--- config.mk ---
export PLATFORM = sky130hd
export DESIGN_NAME = uart_tx_arbiter_flat
export DESIGN_NICKNAME = d
export VERILOG_FILES = /design/src/rtl/uart_pkg.sv /design/src/rtl/uart_tx_arbiter_if.sv /design/src/rtl/rr_pick.sv /design/src/rtl/uart_tx_arbiter.sv /design/src/flat_wrapper.sv
export SDC_FILE = /design/constraint.sdc
export NUM_CORES = 1
export LEC_CHECK = 0
export CELL_PAD_IN_SITES_DETAIL_PLACEMENT = 1
export CELL_PAD_IN_SITES_GLOBAL_PLACEMENT = 1
export CORE_ASPECT_RATIO = 1.25
export CORE_MARGIN = 5
export CORE_UTILIZATION = 33
export DETAILED_ROUTE_END_ITERATION = 10
export PLACE_DENSITY = 0.88
export SLEW_MARGIN = 20
export SYNTH_ARGS = -nofsm -noshare
export SYNTH_HDL_FRONTEND = slang
export SYNTH_HIERARCHICAL = 1
export SYNTH_SLANG_ARGS = --single-unit
--- constraint.sdc ---
create_clock -name clk -period 3.46 [get_ports clk]
set_input_delay 0.692 -clock clk [delete_from_list [all_inputs] [get_ports clk]]
set_output_delay 0.692 -clock clk [all_outputs]
set_load 0.005 [all_outputs]
--- src/rtl/uart_pkg.sv ---
// Shared UART definitions: arbiter state encoding and baud/clock constants.
package uart_pkg;
  localparam int CLOCK_SPEED = 50_000_000;
  localparam int BAUD_RATE   = 115_200;
  localparam int BAUD_WIDTH  = $clog2(CLOCK_SPEED / BAUD_RATE);

  typedef enum logic [4:0] {
    ST_IDLE      = 5'b00001,
    ST_LAUNCH    = 5'b00010,
    ST_WAIT_BUSY = 5'b00100,
    ST_WAIT_DONE = 5'b01000,
    ST_HOLD      = 5'b10000
  } arb_state_e;
endpackage

--- src/rtl/uart_tx_arbiter_if.sv ---
// Requester + transmitter bundle for uart_tx_arbiter; slave = arbiter side,
// master = requesters and uart_tx together.
interface uart_tx_arbiter_if #(
  parameter int NUM_REQ = 4
) ();
  localparam int ID_W = $clog2(NUM_REQ);

  logic [NUM_REQ-1:0]   req_valid;
  logic [NUM_REQ*8-1:0] req_data;
  logic [NUM_REQ-1:0]   req_last;
  logic [NUM_REQ-1:0]   req_ready;
  logic                 tx_send;
  logic [7:0]           tx_data;
  logic                 tx_done;
  logic [ID_W-1:0]      grant_id;
  logic                 grant_active;
  logic                 lock_expired;

  modport slave (
    input  req_valid, req_data, req_last, tx_done,
    output req_ready, tx_send, tx_data, grant_id, grant_active, lock_expired
  );

  modport master (
    output req_valid, req_data, req_last, tx_done,
    input  req_ready, tx_send, tx_data, grant_id, grant_active, lock_expired
  );
endinterface

--- src/rtl/rr_pick.sv ---
// Combinational round-robin picker: first valid index at or above ptr_i,
// wrapping modulo N. Zero latency.
module rr_pick #(
  parameter int N    = 4,
  parameter int ID_W = $clog2(N)
) (
  input  logic [N-1:0]    valid_i,
  input  logic [ID_W-1:0] ptr_i,
  output logic [ID_W-1:0] winner_o,
  output logic            any_valid_o
);
  logic [ID_W-1:0] idx;

  // Scan from the farthest offset down so the nearest valid overwrites last.
  always_comb begin
    winner_o    = '0;
    any_valid_o = 1'b0;
    idx         = '0;
    for (int k = N - 1; k >= 0; k--) begin
      idx = ID_W'((int'(ptr_i) + k) % N);
      if (valid_i[idx]) begin
        winner_o    = idx;
        any_valid_o = 1'b1;
      end
    end
  end
endmodule

--- src/rtl/uart_tx_arbiter.sv ---
// Round-robin share of one uart_tx between NUM_REQ byte producers, with
// per-message locking and idle timeout. Accept at T -> tx_send at T+1.
module uart_tx_arbiter
  import uart_pkg::*;
#(
  parameter int NUM_REQ      = 4,
  parameter int LOCK_TIMEOUT = 1024
) (
  input logic              clk,
  input logic              rst,
  uart_tx_arbiter_if.slave bus
);
  localparam int ID_W  = $clog2(NUM_REQ);
  localparam int CNT_W = $clog2(LOCK_TIMEOUT) + 1;
  localparam logic [CNT_W-1:0]   CNT_LAST = CNT_W'(LOCK_TIMEOUT - 1);
  localparam logic [ID_W-1:0]    ID_MAX   = ID_W'(NUM_REQ - 1);
  localparam logic [NUM_REQ-1:0] ONE      = NUM_REQ'(1);

  arb_state_e       state_q;
  logic [ID_W-1:0]  rr_ptr_q;
  logic [ID_W-1:0]  grant_q;
  logic [7:0]       data_q;
  logic             last_q;
  logic [CNT_W-1:0] hold_cnt_q;
  logic             tx_send_q;
  logic             grant_active_q;
  logic             lock_expired_q;

  logic             pick_vld;
  logic [ID_W-1:0]  pick_id;
  logic             accept_d;
  logic [ID_W-1:0]  acc_id_d;
  logic [7:0]       acc_data_d;
  logic             acc_last_d;

  rr_pick #(.N(NUM_REQ), .ID_W(ID_W)) u_pick (
    .valid_i     (bus.req_valid),
    .ptr_i       (rr_ptr_q),
    .winner_o    (pick_id),
    .any_valid_o (pick_vld)
  );

  // In HOLD only the lock owner may be served; other valids are ignored.
  always_comb begin
    accept_d = 1'b0;
    acc_id_d = grant_q;
    case (state_q)
      ST_IDLE: begin
        accept_d = pick_vld;
        acc_id_d = pick_id;
      end
      ST_HOLD: accept_d = bus.req_valid[grant_q];
      default: ;
    endcase
    acc_data_d = '0;
    for (int i = 0; i < NUM_REQ; i++) begin
      if (ID_W'(i) == acc_id_d) acc_data_d = bus.req_data[8*i +: 8];
    end
    acc_last_d    = bus.req_last[acc_id_d];
    bus.req_ready = accept_d ? (ONE << acc_id_d) : '0;
  end

  always_ff @(posedge clk) begin
    if (rst) begin
      state_q        <= ST_IDLE;
      rr_ptr_q       <= '0;
      grant_q        <= '0;
      data_q         <= '0;
      last_q         <= 1'b1;
      hold_cnt_q     <= '0;
      tx_send_q      <= 1'b0;
      grant_active_q <= 1'b0;
      lock_expired_q <= 1'b0;
    end else begin
      tx_send_q      <= 1'b0;
      lock_expired_q <= 1'b0;
      if (accept_d) begin
        data_q         <= acc_data_d;
        last_q         <= acc_last_d;
        grant_q        <= acc_id_d;
        tx_send_q      <= 1'b1;
        grant_active_q <= 1'b1;
        state_q        <= ST_LAUNCH;
      end
      case (state_q)
        ST_IDLE: begin
          if (accept_d) rr_ptr_q <= (acc_id_d == ID_MAX) ? '0 : acc_id_d + 1'b1;
        end
        ST_LAUNCH: state_q <= ST_WAIT_BUSY;
        ST_WAIT_BUSY: begin
          if (!bus.tx_done) state_q <= ST_WAIT_DONE;
        end
        ST_WAIT_DONE: begin
          if (bus.tx_done) begin
            if (last_q) begin
              state_q        <= ST_IDLE;
              grant_active_q <= 1'b0;
            end else begin
              state_q    <= ST_HOLD;
              hold_cnt_q <= '0;
            end
          end
        end
        ST_HOLD: begin
          // Acceptance on the final count wins over expiry.
          if (!accept_d) begin
            if (hold_cnt_q == CNT_LAST) begin
              lock_expired_q <= 1'b1;
              grant_active_q <= 1'b0;
              state_q        <= ST_IDLE;
            end else if (hold_cnt_q != '1) begin
              hold_cnt_q <= hold_cnt_q + 1'b1;
            end
          end
        end
        default: state_q <= ST_IDLE;
      endcase
    end
  end

  assign bus.tx_send      = tx_send_q;
  assign bus.tx_data      = data_q;
  assign bus.grant_id     = grant_q;
  assign bus.grant_active = grant_active_q;
  assign bus.lock_expired = lock_expired_q;
endmodule

--- src/flat_wrapper.sv ---
// flat-port wrapper written by rule: the top's interface ports become plain ports
module uart_tx_arbiter_flat import uart_pkg::*;
#(
  parameter int NUM_REQ      = 4,
  parameter int LOCK_TIMEOUT = 1024
)
  (clk, rst, bus_req_valid, bus_req_data, bus_req_last, bus_tx_done, bus_req_ready, bus_tx_send, bus_tx_data, bus_grant_id, bus_grant_active, bus_lock_expired);
  uart_tx_arbiter_if #(.NUM_REQ(NUM_REQ)) bus_i ();
  input logic clk;
  input logic rst;
  input wire logic [$bits(bus_i.req_valid)-1:0] bus_req_valid;
  input wire logic [$bits(bus_i.req_data)-1:0] bus_req_data;
  input wire logic [$bits(bus_i.req_last)-1:0] bus_req_last;
  input wire logic [$bits(bus_i.tx_done)-1:0] bus_tx_done;
  output wire logic [$bits(bus_i.req_ready)-1:0] bus_req_ready;
  output wire logic [$bits(bus_i.tx_send)-1:0] bus_tx_send;
  output wire logic [$bits(bus_i.tx_data)-1:0] bus_tx_data;
  output wire logic [$bits(bus_i.grant_id)-1:0] bus_grant_id;
  output wire logic [$bits(bus_i.grant_active)-1:0] bus_grant_active;
  output wire logic [$bits(bus_i.lock_expired)-1:0] bus_lock_expired;
  assign bus_i.req_valid = bus_req_valid;
  assign bus_i.req_data = bus_req_data;
  assign bus_i.req_last = bus_req_last;
  assign bus_i.tx_done = bus_tx_done;
  assign bus_req_ready = bus_i.req_ready;
  assign bus_tx_send = bus_i.tx_send;
  assign bus_tx_data = bus_i.tx_data;
  assign bus_grant_id = bus_i.grant_id;
  assign bus_grant_active = bus_i.grant_active;
  assign bus_lock_expired = bus_i.lock_expired;
  uart_tx_arbiter #(.NUM_REQ(NUM_REQ), .LOCK_TIMEOUT(LOCK_TIMEOUT)) u_core (.clk(clk), .rst(rst), .bus(bus_i));
endmodule
==> impl_summary.md <==
STA
Setup repair after global routing left no endpoint under its margin. At the pin with the least slew margin, the transition time is between 0.6 and 0.7 ns. The worst setup skew after layout is 0.006448 ns. The count of endpoints failing setup in the final report is 0. The number of failing hold endpoints at the final stage is 0.

The total negative slack is 0 ns. The minimum clock period after layout is 3.335 ns. The final number of max-transition violations was 0.

The worst-case headroom to the max-slew limit is between 50% and 60%. For this run, the top clock speed supported by timing is 0.2998 GHz. Across all hold checks on the routed design, the worst slack comes to 0.4693 ns. The final critical-path share of the clock period is 96.40%.

Die
During I/O placement, the number of pins put on the boundary was 60. The overall die width is just under 80 um. The core area is 5702 um2.

The floorplan die height is 94.88 um. The floorplan step defined a die boundary enclosing approximately 7400 um2. For this configuration, the core starts out at a cell density of 33.36%. The number of placement rows is 31.

Route
The post-route antenna net violation count is 0. The overall routed net length is 5.790 mm. Dividing the detail-routed wire length by the instance count gives 15.78 um. The detailed-route vias per instance is 5.411.

Across all layers, the routed design uses 1986 vias. The violation count after the first detailed-routing iteration is 68. The detailed-route DRC error count is 0.

The first detailed-routing pass ran for 4 iterations.

CTS
In this run the clock root is driven by a sky130_fd_sc_hd__clkbuf_8. Clock tree synthesis inserted a total of 5 buffers. The number of setup buffers added after CTS is 0. The later pin in the worst-skew pair is clocked with a latency of approximately 0.29 ns. CTS built an H-tree with a depth of 2. CTS saw 32 sinks. The clock-pin slew of the registers on the worst-case setup and hold paths is 0.07 ns. TritonCTS built the clock tree. The maximum count of clock buffers along a single path is 2.

Placed design
Summed over all nets, the half-perimeter wirelength after detailed placement is around 4.4 mm. The number of placed instances with taps included is about 360. At the end of routability-driven placement, the weighted congestion stood at 0.8344. The total placed instance area is 2584 um2. Input and output buffers added on the ports amount to 59.

Critical path
At the worst endpoint, the required time is around 2.8 ns. Across all register-to-register paths, the minimum setup slack is 0.47 ns. The number of cells on the worst reg-to-reg path is 11. The reg-to-reg startpoint is u_core/state_q[2]. Along the worst path, the maximum fanout reaches 5.

For the worst setup path, the data arrival time is 2.64 ns. The critical path in this run is classified as primary input to output port. The worst setup path is launched from a primary input. The worst reg2reg path endpoint is u_core/bus.tx_data[0]. STA classifies the critical path endpoint as an output port.

GRT
The first-pass GRT wire length is 9.591 mm. The total overflow left after global routing is 0. For this run, the total global-route usage over all layers was measured as 16.04%. The initial antenna violation count is 0. The number of global-route vias before repair is 2049. The pin count of the biggest net entering global routing is 20.

Synth
Sorting the synthesized cells by how often they occur yields 32 x sky130_fd_sc_hd__dfxtp_1, 25 x sky130_fd_sc_hd__a21oi_1, 25 x sky130_fd_sc_hd__nor2_1. By area the synthesized netlist is led by sky130_fd_sc_hd__dfxtp_1 34%, sky130_fd_sc_hd__a21oi_1 6.6%, sky130_fd_sc_hd__nor2_1 4.9%. Synthesis produced 239 cells. During synthesis, Yosys emitted a total of 6 warnings.

The area share of the largest cell type after synthesis is approximately a third. The share of the synthesized netlist area taken by xor and xnor gates is 0.9211%. The compound-cell area share of the yosys netlist is 23.68%.

The most common cell in the netlist is sky130_fd_sc_hd__dfxtp_1. The arithmetic-cell share of the synthesized area counting full adders, half adders and majority gates is 3.289%. The largest family of logic cells by synthesized area is simple AND/OR/NAND/NOR gates.

The number of nets produced by synthesis is 287. The part of the Yosys area used for sequential elements is roughly a third. The predominant post-synthesis flop cell is sky130_fd_sc_hd__dfxtp_1.

Synthesis inferred 32 register bits. The most area-hungry cell type in the Yosys netlist is sky130_fd_sc_hd__dfxtp_1. The number of enable-type register cells in the synthesized netlist is 0. The async set-or-reset flop fraction in the synthesized netlist is 0%. After synthesis, the netlist uses 50 different library cells.

The mean area per synthesized cell is 7.957 um2. The cell area after technology mapping is 1902 um2. Of the total synthesized cell area, the portion taken by AND, OR, NAND and NOR gates is 29.80%. The mux share of post-synthesis cell area is 3.355%.

Min path
The worst hold path begins at u_core/hold_cnt_q[10]. The path with the worst hold slack has its endpoint at u_core/hold_cnt_q[10]. The number of instances on the worst hold path is 2. The worst hold path class is flop to flop.

Cells and area
The synthesis-to-layout area growth is 41.45%. The final core area utilization is roughly 47%. With fillers left out, the area of the finished cells amounts to 2690 um2.

At the end of the flow, the number of nets in the layout was between 300 and 400. The number of antenna diodes in the final layout is 0. The post-route netlist has 10.30% of its cells at a drive strength greater than 1.

The finished layout holds 367 standard cells, fillers aside.

Power
VDD sags by at most 0.3522 mV. Power spread over the standard cell area amounts to about 760 nW/um2. The analysis attributes to cell leakage a power of roughly 1 nW.

Outcome
The run finished with clean final reports.

Flow run
The count of max-cap constraint violations is 0.
==> sequential cells by signal, summed over array words and instances, names as in the netlist <==
register	count
u_core/bus.grant_id	2
u_core/state_q	5
u_core/bus.grant_active	1
u_core/hold_cnt_q	11
u_core/bus.tx_send	1
u_core/bus.tx_data	8
u_core/bus.lock_expired	1
u_core/last_q	1
u_core/rr_ptr_q	2
==> layer usage <==
layer	track usage [%]	wire length [um]	share of wire, %	vias up
met4	6.338	112	1.9	0
li1	-	-	-	999
met2	29.25	3017	52	45
met5	0	0	0	-
met3	4.485	354	6.1	7
met1	17.37	2306	40	935
==> worst max-delay path by stage <==
stage	from	slack, ns	end	cells past startpoint
3_5_place_dp	bus_req_valid[3]	-0.10	bus_req_ready[3]	9
5_1_grt	u_core/state_q[2]	0.005	bus_req_ready[1]	7
2_1_floorplan	bus_req_valid[3]	0.45	bus_req_ready[3]	10
6_report	bus_req_valid[3]	0.12	bus_req_ready[0]	9
3_3_place_gp	bus_req_valid[3]	-0.03	bus_req_ready[1]	9
4_1_cts	bus_req_valid[2]	0.008	bus_req_ready[3]	10
==> worst max-delay path, cell delays in order <==
cell and delay [ns]:
sky130_fd_sc_hd__dlygate4sd2_1 0.27, sky130_fd_sc_hd__nand2b_1 0.16, sky130_fd_sc_hd__a211oi_2 0.26, sky130_fd_sc_hd__nor2_1 0.09, sky130_fd_sc_hd__mux2i_2 0.21, sky130_fd_sc_hd__buf_4 0.16
sky130_fd_sc_hd__ha_1 0.15, sky130_fd_sc_hd__and2_1 0.12, sky130_fd_sc_hd__clkdlybuf4s50_1 0.51
==> power by group <==
group          switching, mW  total, mW  internal (mW)  leakage (nW)
clock network          0.151      0.310          0.159        0.0510
logic                  0.582       1.19          0.610         0.692
registers             0.0795      0.531          0.451         0.262
total                  0.813       2.03           1.22          1.00
==> through the flow <==
step | setup slack (ns) | total power [mW]
after floorplan | 0.4546 | 1.248
after global placement | -0.03412 | 1.679
after detailed placement | -0.1023 | 1.722
after CTS | 0.008344 | 2.048
after global routing | 0.005295 | 2.213
final | 0.1247 | 2.033
==> cell families (layout without fill, tap and decap cells) <==
logic type,Yosys count,after routing
multiplexers,5,5
XOR/XNOR,2,2
flip-flops,32,32
adder cells (fa/ha/maj),5,5
AND/OR/NAND/NOR,105,105
AO/OA/AOI/OAI,68,68
buffers and inverters,22,84
==> placed cells by master, fill, tap and decap left out, types with 2 or more instances in the layout <==
cell and n:
sky130_fd_sc_hd__nand3b_1 2, sky130_fd_sc_hd__and3_1 3, sky130_fd_sc_hd__a21oi_1 25, sky130_fd_sc_hd__or4_1 2, sky130_fd_sc_hd__dfxtp_1 32, sky130_fd_sc_hd__nand4_1 3
sky130_fd_sc_hd__clkinv_2 2, sky130_fd_sc_hd__dlygate4sd2_1 2, sky130_fd_sc_hd__nand2b_1 7, sky130_fd_sc_hd__and2_1 5, sky130_fd_sc_hd__ha_1 5, sky130_fd_sc_hd__inv_1 5
sky130_fd_sc_hd__mux2i_1 2, sky130_fd_sc_hd__nand2_1 11, sky130_fd_sc_hd__a221oi_1 7, sky130_fd_sc_hd__a211oi_2 2, sky130_fd_sc_hd__or3_1 8, sky130_fd_sc_hd__buf_4 12
sky130_fd_sc_hd__a21boi_0 2, sky130_fd_sc_hd__clkbuf_8 6, sky130_fd_sc_hd__nor3_1 12, sky130_fd_sc_hd__nand3_1 9, sky130_fd_sc_hd__dlymetal6s2s_1 2, sky130_fd_sc_hd__a211oi_1 11
sky130_fd_sc_hd__o21ai_0 8, sky130_fd_sc_hd__clkdlybuf4s50_1 55, sky130_fd_sc_hd__nor2_1 25, sky130_fd_sc_hd__o31ai_1 3, sky130_fd_sc_hd__nor2b_1 9
==> area by class of cell <==
class | instances | area (um2)
fill | 671 | 3012
multi-input combinational | 185 | 1172
timing repair buffer | 71 | 683.2
sequential | 32 | 640.6
clock buffer | 6 | 82.58
tap | 66 | 82.58
inverter | 5 | 18.77
clock inverter | 2 | 10.01
==> what timing repair did <==
action | CTS | global route
pin swaps | 1 | 1
setup endpoints to repair | 4 | 5
resized for setup | 4 | 3
gates cloned | 0 | 0
hold buffers | 0 | 0
No activity file was read; power rests on OpenSTA's default activity.
